===== src/rtl/stack_ctrl.sv =====
// LIFO stack with registered top-of-stack, register-array body, occupancy tracking,
// sticky error flags, a combinational deep-read port and selectable full/empty policy.
module stack_ctrl #(
    parameter int WIDTH = 32,
    parameter int DEPTH = 4,
    parameter int WRAP  = 0
) (
    input  logic             clk,
    input  logic             resetq,
    input  logic             push,
    input  logic             pop,
    input  logic [WIDTH-1:0] wd,
    output logic [WIDTH-1:0] tos,
    output logic [WIDTH-1:0] nos,
    input  logic [DEPTH-1:0] pick_idx,
    output logic [WIDTH-1:0] pick_data,
    output logic [DEPTH:0]   count,
    output logic             empty,
    output logic             full,
    output logic             overflow,
    output logic             underflow,
    input  logic             clr_err
);

    localparam int             CAP  = 2 ** DEPTH;
    localparam logic [DEPTH:0] CAPV = (DEPTH + 1)'(CAP);

    logic [WIDTH-1:0] store [CAP];
    logic [DEPTH-1:0] sp, sp_n, sp_m1, pick_addr;
    logic [DEPTH:0]   count_n;
    logic [WIDTH-1:0] tos_n;
    logic             ovf_n, unf_n, store_we;

    assign sp_m1     = sp - DEPTH'(1);
    assign pick_addr = sp - pick_idx;
    assign empty     = (count == '0);
    assign full      = (count == CAPV);
    assign nos       = store[sp_m1];
    assign pick_data = (pick_idx == '0) ? tos : store[pick_addr];

    always_comb begin
        sp_n     = sp;
        count_n  = count;
        tos_n    = tos;
        store_we = 1'b0;
        // clear first so an error raised in the same cycle overrides it
        ovf_n    = overflow & ~clr_err;
        unf_n    = underflow & ~clr_err;
        case ({push, pop})
            2'b10: begin
                if (!full) begin
                    store_we = !empty;
                    tos_n    = wd;
                    sp_n     = sp + DEPTH'(1);
                    count_n  = count + (DEPTH + 1)'(1);
                end else begin
                    ovf_n = 1'b1;
                    if (WRAP != 0) begin
                        store_we = 1'b1;
                        tos_n    = wd;
                        sp_n     = sp + DEPTH'(1);
                    end
                end
            end
            2'b01: begin
                if (!empty) begin
                    tos_n   = store[sp_m1];
                    sp_n    = sp_m1;
                    count_n = count - (DEPTH + 1)'(1);
                end else begin
                    unf_n = 1'b1;
                    if (WRAP != 0) begin
                        tos_n = store[sp_m1];
                        sp_n  = sp_m1;
                    end
                end
            end
            2'b11: begin
                if (!empty) tos_n = wd;
                else        unf_n = 1'b1;
            end
            default: ;
        endcase
    end

    always_ff @(posedge clk or posedge resetq) begin
        if (resetq) begin
            tos       <= '0;
            sp        <= '0;
            count     <= '0;
            overflow  <= 1'b0;
            underflow <= 1'b0;
        end else begin
            tos       <= tos_n;
            sp        <= sp_n;
            count     <= count_n;
            overflow  <= ovf_n;
            underflow <= unf_n;
        end
    end

    // body storage is deliberately left unreset
    always_ff @(posedge clk) begin
        if (store_we) store[sp] <= tos;
    end

endmodule


===== config.mk =====
export PLATFORM = sky130hd
export DESIGN_NAME = stack_ctrl
export DESIGN_NICKNAME = d
export VERILOG_FILES = /design/src/rtl/stack_ctrl.sv
export SDC_FILE = /design/constraint.sdc
export NUM_CORES = 1
export LEC_CHECK = 0
export CORE_UTILIZATION = 50
export DETAILED_ROUTE_END_ITERATION = 8
export PLACE_DENSITY = 0.65
export SKIP_LAST_GASP = 1
export SYNTH_ARGS = -nofsm -noshare
export SYNTH_HDL_FRONTEND = slang
export SYNTH_SLANG_ARGS = --single-unit

===== constraint.sdc =====
create_clock -name clk -period 12.4 [get_ports clk]
set_clock_uncertainty 0.15 [all_clocks]
set_input_delay 1.86 -clock clk [delete_from_list [all_inputs] [get_ports clk]]
set_output_delay 1.86 -clock clk [all_outputs]
set_load 0.02 [all_outputs]

==> metrics.md, run 1 <==
| Metric | Value |
|---|---|
| DP HPWL | `40.2 mm` |
| HP Class | `reg -> reg` |
| First-pass iteration count of the detailed router | `8` |
| Total grt overflow | `0` |
| Distinct cells, synth | `45` |
| RSZ-0062 raised after global routing | `false` |
| TritonCTS Buffers | `57` |
| Routed WL per cell | `34.3 um` |
| Mapped Area | `26500 um2` |
| CP Class | `in -> out` |
| Cell count after synthesis | `1457` |
| Cell-internal power | `5.72 mW` |
| Final period util | `68.9%` |
| Residual DRC | `0` |
| Final RePlAce weighted congestion | `0.773` |
| Post_cts resized | `0` |
| Yosys top cell area share | `58.0%` |
| Top cells by count, synth | `edfxtp_1 (512), mux4_2 (256), clkbuf_1 (79)` |
| Sequential fraction of the synthesis area | `62.1%` |
| First-pass GRT wire length | `114 mm` |
| Setup Buffers After CTS | `0` |
| Drt initial violations | `1995` |
| Largest net degree at the start of global routing | `108` |
| Seq cells post-synth | `555` |
| Post-synth top flop | `edfxtp_1` |
| Clock tree buffer depth | `3` |
| PortBufs | `145` |
| Post-Route WL | `79.2 mm` |
| Tightest Pin Transition | `1.09 ns` |
| Max-cap viol count | `0` |
| Starting Density | `51.1%` |
| Root Driver | `clkbuf_16` |
| Via count | `16.8k` |
| Initial antenna violation count | `2` |
| Critical path required time | `10.39 ns` |
| Leading area contributor after synthesis | `edfxtp_1` |
| # nets final | `1632` |
| Switch share | `40.2%` |
| Layout cell share with drive strength beyond 1 | `26.9%` |
| Hold-fix buffers, CTS | `0` |
| Post-route ant nets | `0` |
| Register Area | `16500 um2` |
| Startpoint Class | `input pin` |
| Worst EP arrival | `6.53 ns` |
| H-tree Lvls | `2` |
| Async SR Flop Fraction | `7.75%` |
| Vias in the first global route | `16.6k` |
| Non-Filler Instances | `2311` |
| DIE HEIGHT | `232 um` |
| Ranking of synthesized cells by area | `edfxtp_1 (58%), mux4_2 (22%), dfrtp_1 (4.1%)` |
| Maximum vdd drop | `0.303 mV` |
| Syn Area/Cell | `18.2 um2` |
| Status | `finished, final reports clean` |
| Multi-input gate area | `9650 um2` |
| Top-count cell post-synth | `edfxtp_1` |
| Syn_nets | `1509` |
| Final setup violating endpoints | `0` |
| Post-synth EDFFs | `512` |
| Seq pwr share | `29.4%` |
| Combinational Power Share | `52.8%` |
| Fmax | `117 MHz` |
| CTS sink cnt | `555` |
| Setup TNS | `0 ns` |
| Post-layout min period | `8.54 ns` |
| Clock share of power | `17.8%` |
| DIE AREA | `53900 um2` |
| Yosys Warn Count | `0` |
| P&R area growth vs syn | `15.9%` |
| Total power | `9.56 mW` |
| Relative slew slack | `27.2%` |
| CTS tree | `done` |
| Total GRT Usage | `29.7%` |
| NetSw | `3.84 mW` |
| Pwr dens | `311 nW/um2` |
| Clock Latency Late Sink | `0.62 ns` |
| Via density | `7.27` |
| Core Footprint | `51800 um2` |
| Row Count | `83` |
| Clock slew at reported path FFs | `0.06 ns` |
| Dpl cells | `2201` |
| CP Capture Type | `output pin` |
| Crit path max fanout | `53` |
| Top Ports | `146` |
| Final hold viol count | `0` |
| Die Wd | `232 um` |
| Pleak | `10.1 nW` |
| Fin. max-slew vios | `0` |
| Fill count | `3779` |
==> cells by family after synthesis <==
family                   count (synthesis)  share of synthesized area, %
adder cells (fa/ha/maj)                 11                         0.548
flip-flops                             555                          62.1
AND/OR/NAND/NOR                        255                          5.30
XOR/XNOR                                11                         0.364
AO/OA/AOI/OAI                          165                          5.12
multiplexers                           322                          24.3
buffers and inverters                  138                          2.29
==> metrics by stage <==
step / setup WS, ns / instance area, um2 / util, % / hold slack (ns)
final: 3.86 / 30700 / 59.2 / 0.406
after global routing: 3.80 / 30700 / 59.2 / 0.427
after CTS: 3.89 / 30700 / 59.2 / 0.395
after detailed placement: 3.89 / 28800 / 55.6 / 0.389
after global placement: 3.94 / 28800 / 55.6 / 0.366
after floorplan: 6.14 / 26500 / - / 0.446
==> cell usage in the layout (no fill, tap or decap), types with 3 or more instances in the layout <==
cell type / netlist / final
clkinv_1: 0 / 8
ha_1: 10 / 8
nor2_1: 53 / 40
a21oi_1: 21 / 20
nand2_1: 12 / 12
mux2i_1: 64 / 64
or4_1: 5 / 4
nor2_4: 0 / 13
a22o_1: 36 / 36
or4_4: 11 / 11
nand4_1: 19 / 19
clkbuf_1: 79 / 14
dfrtp_1: 43 / 42
clkinv_2: 0 / 13
clkdlybuf4s50_1: 0 / 144
xor2_1: 4 / 3
nor3_2: 0 / 4
clkbuf_8: 0 / 7
inv_1: 11 / 10
or3_1: 3 / 3
bufinv_16: 0 / 4
edfxtp_1: 512 / 512
nand3_1: 72 / 72
nor2b_1: 6 / 5
o21ai_0: 6 / 4
a221o_1: 32 / 32
buf_4: 3 / 44
and3_1: 57 / 56
a221oi_1: 46 / 46
xnor2_1: 7 / 7
clkbuf_16: 0 / 59
mux4_2: 256 / 256
a22oi_1: 14 / 14
==> power by group through the flow <==
stage / Sequential (mW) / Combinational [mW] / Clock, mW
floorplan: 2.76 / 3.15 / 0
global placement: 2.83 / 4.99 / 0
detailed placement: 2.85 / 5.00 / 0
CTS: 2.81 / 5.01 / 1.72
global route: 2.86 / 5.24 / 1.79
finish: 2.81 / 5.04 / 1.70
==> worst max-delay path: stages <==
cell	delay (ns)
clkdlybuf4s50_1	0.54
ha_4	0.15
inv_1	0.05
fa_4	1.41
buf_4	0.76
mux4_2	0.34
mux2i_1	0.09
a221oi_1	0.55
clkdlybuf4s50_1	0.72
==> cell type report <==
type                            count  share of cell area, %
Inverter                           11                  0.135
Antenna cell                        2                 0.0163
Clock buffer                       80                   5.30
Sequential cell                   555                   53.6
Timing Repair Buffer              191                   5.92
Tap cell                          680                   2.77
Multi-Input combinational cell    764                   31.5
Clock inverter                     28                  0.779
==> state kept, by name, summed over array words and instances, names as in the netlist <==
register / cells
store: 512
tos: 32
count: 5
sp: 4
overflow: 1
underflow: 1
==> metal layers <==
metal	track usage (%)	vias up	wire length (um)
li1	-	6521	-
met1	41.9	8906	30800
met2	45.9	1183	37100
met3	6.57	190	8780
met4	10.4	0	2580
met5	0	-	0
==> path summary, 6_finish.rpt <==
kind	start	end	slack (ns)	cells after the start
setup / recovery	pick_idx[0]	pick_data[26]	3.86	9
min in group asynchronous	resetq	count[2]	1.66	3
setup reg to reg	sp[0]	tos[27]	7.48	6
max in group asynchronous	resetq	sp[0]	9.82	3
hold / removal	underflow	underflow	0.41	2
hold reg to reg	underflow	underflow	0.41	2
(Power assumes the default switching activity.)
==> run 2: changes to the inputs <==
==> constraint.sdc (replaced) <==
create_clock -name clk -period 7.86 [get_ports clk]
set_clock_uncertainty 0.15 [all_clocks]
set_input_delay 1.179 -clock clk [delete_from_list [all_inputs] [get_ports clk]]
set_output_delay 1.179 -clock clk [all_outputs]
set_load 0.02 [all_outputs]
==> run 2 against run 1 <==
Compared with the run above: via count is 0.70% lower; die area stayed put; final area is 1.2% higher; highest routed layer unchanged.
==> metrics.md, run 2 (same netlist as run 1, synthesis figures left out) <==
| Metric | Value |
|---|---|
| Max FFs per register | `512` |
| Reg-to-Reg End | `store[12][9]` |
| Core Footprint | `51800 um2` |
| Pre-CTS setup slack | `1.54 ns` |
| Gr busiest metal | `met2` |
| Pleak | `10.3 nW` |
| H-tree Lvls | `2` |
| Final hold slack | `0.388 ns` |
| CP top delay family | `buffers and inverters` |
| TritonCTS Buffers | `58` |
| Max-cap viol count | `0` |
| CP Class | `in -> out` |
| Routed WL per cell | `34.0 um` |
| Commonest non-fill, non-tap cell in the layout | `edfxtp_1` |
| Final period util | `81.9%` |
| Most flops, register | `store` |
| Slowest stage delay, CP | `0.90 ns` |
| Hold-fix buffers, CTS | `0` |
| Worst R2R Start | `count[1]` |
| DP HPWL | `43.5 mm` |
| Relative slew slack | `22.4%` |
| Residual DRC | `0` |
| Drt initial violations | `2195` |
| Worst reg2reg path depth | `6` |
| Stages on worst setup path | `9` |
| Switch share | `39.4%` |
| CP Capture Type | `output pin` |
| CP Buf/Inv Count | `4` |
| Status | `finished, final reports clean` |
| Final worst setup slack | `1.42 ns` |
| Final RePlAce weighted congestion | `0.805` |
| Clock slew at reported path FFs | `0.06 ns` |
| DIE AREA | `53900 um2` |
| Clock tree buffer depth | `3` |
| Vias in the first global route | `16.5k` |
| NetSw | `6.09 mW` |
| Most frequent cell on the critical path | `clkdlybuf4s50_1` |
| Worst Setup SP | `pick_idx[0]` |
| PortBufs | `145` |
| Layout Utilization | `59.9%` |
| Combinational Power Share | `52.0%` |
| Cell-by-cell trace of the critical path | `clkdlybuf4s50_1, ha_4, inv_1, fa_4, buf_4, mux4_2, mux2i_1, a221oi_1, clkdlybuf4s50_1` |
| Row Count | `83` |
| Worst EP arrival | `5.11 ns` |
| Met3 Use GR | `5.99%` |
| Critical path required time | `6.53 ns` |
| Startpoint Class | `input pin` |
| RSZ-0062 raised after global routing | `false` |
| Setup Buffers After CTS | `0` |
| Clock share of power | `19.5%` |
| Initial antenna violation count | `1` |
| Maximum vdd drop | `0.400 mV` |
| Post_cts resized | `0` |
| P&R area growth vs syn | `17.3%` |
| Total grt overflow | `0` |
| Via count | `16.7k` |
| Fmax | `155 MHz` |
| R2R Setup Slk | `3.56 ns` |
| Total GRT Usage | `29.7%` |
| Root Driver | `clkbuf_16` |
| Starting Density | `51.1%` |
| Layout cell share with drive strength beyond 1 | `27.9%` |
| Met1 Track Usage GR | `41.9%` |
| Tightest Pin Transition | `1.16 ns` |
| Crit path max fanout | `28` |
| Post-layout min period | `6.44 ns` |
| Slowest CP cell | `fa_4` |
| # diodes | `0` |
| HP Class | `reg -> reg` |
| Pwr dens | `497 nW/um2` |
| Setup TNS | `0 ns` |
| First-pass GRT wire length | `114 mm` |
| Most frequent cells in the layout | `edfxtp_1 (512), mux4_2 (256), clkdlybuf4s50_1 (144)` |
| Die Wd | `232 um` |
| Clock Latency Late Sink | `0.63 ns` |
| Final setup violating endpoints | `0` |
| Seq pwr share | `28.5%` |
| DIE HEIGHT | `232 um` |
| First-pass iteration count of the detailed router | `5` |
| CTS tree | `done` |
| Via density | `7.18` |
| CTS sink cnt | `555` |
| Fin. max-slew vios | `0` |
| Final hold viol count | `0` |
| Biggest regs | `store: 512 flops, tos: 32 flops, count: 5 flops` |
| Setup crit end | `pick_data[28]` |
| Post-route ant nets | `0` |
| Top Ports | `146` |
| Largest net degree at the start of global routing | `89` |
| Post-Route WL | `79.1 mm` |
| # nets final | `1645` |
| Met2 Usage GRT | `46.1%` |
| Cell-internal power | `9.35 mW` |
==> run 2: cell type report <==
cell class              count  area, um2
flip-flops and latches    555      16500
repair buffers            203       1940
fillers                  3690      20800
clock buffers              68       1570
clock inverters            42        537
multi-input cells         764       9650
inverters                  11       41.3
well taps                 680        851
==> run 2: power by group through the flow <==
stage	logic, mW	registers, mW	clock network (mW)
4_1_cts	8.03	4.40	3.03
6_report	8.04	4.40	3.01
3_5_place_dp	7.99	4.46	0
2_1_floorplan	4.96	4.35	0
5_1_grt	8.38	4.47	3.14
3_3_place_gp	7.97	4.42	0
==> run 2: per-stage QoR <==
stage	power, mW	std cells	area [um2]
detailed placement	12.5	2213	28900
finish	15.4	2323	31100
floorplan	9.31	1457	26500
global route	16.0	2323	31100
CTS	15.5	2323	31100
global placement	12.4	2213	28900
==> run 2: worst min path at each step <==
| stage | slack [ns] | start | cells after the start | to |
|---|---|---|---|---|
| 3_3_place_gp | 0.37 | overflow | 2 | overflow |
| 3_5_place_dp | 0.38 | overflow | 2 | overflow |
| 5_1_grt | 0.42 | overflow | 2 | overflow |
| 2_1_floorplan | 0.45 | sp[3] | 2 | sp[3] |
| 4_1_cts | 0.39 | overflow | 2 | overflow |
| 6_report | 0.39 | overflow | 2 | overflow |
==> run 2: tightest hold or removal path: stages (launching register included) <==
cell,delay (ns)
dfrtp_1,0.38
inv_1,0.05
o21ai_0,0.06
==> run 2: layer usage <==
layer  part of all wire [%]  vias up
li1                       -     6541
met1                     39     8841
met2                     47     1116
met3                     10      185
met4                    3.3        0
met5                      0        -
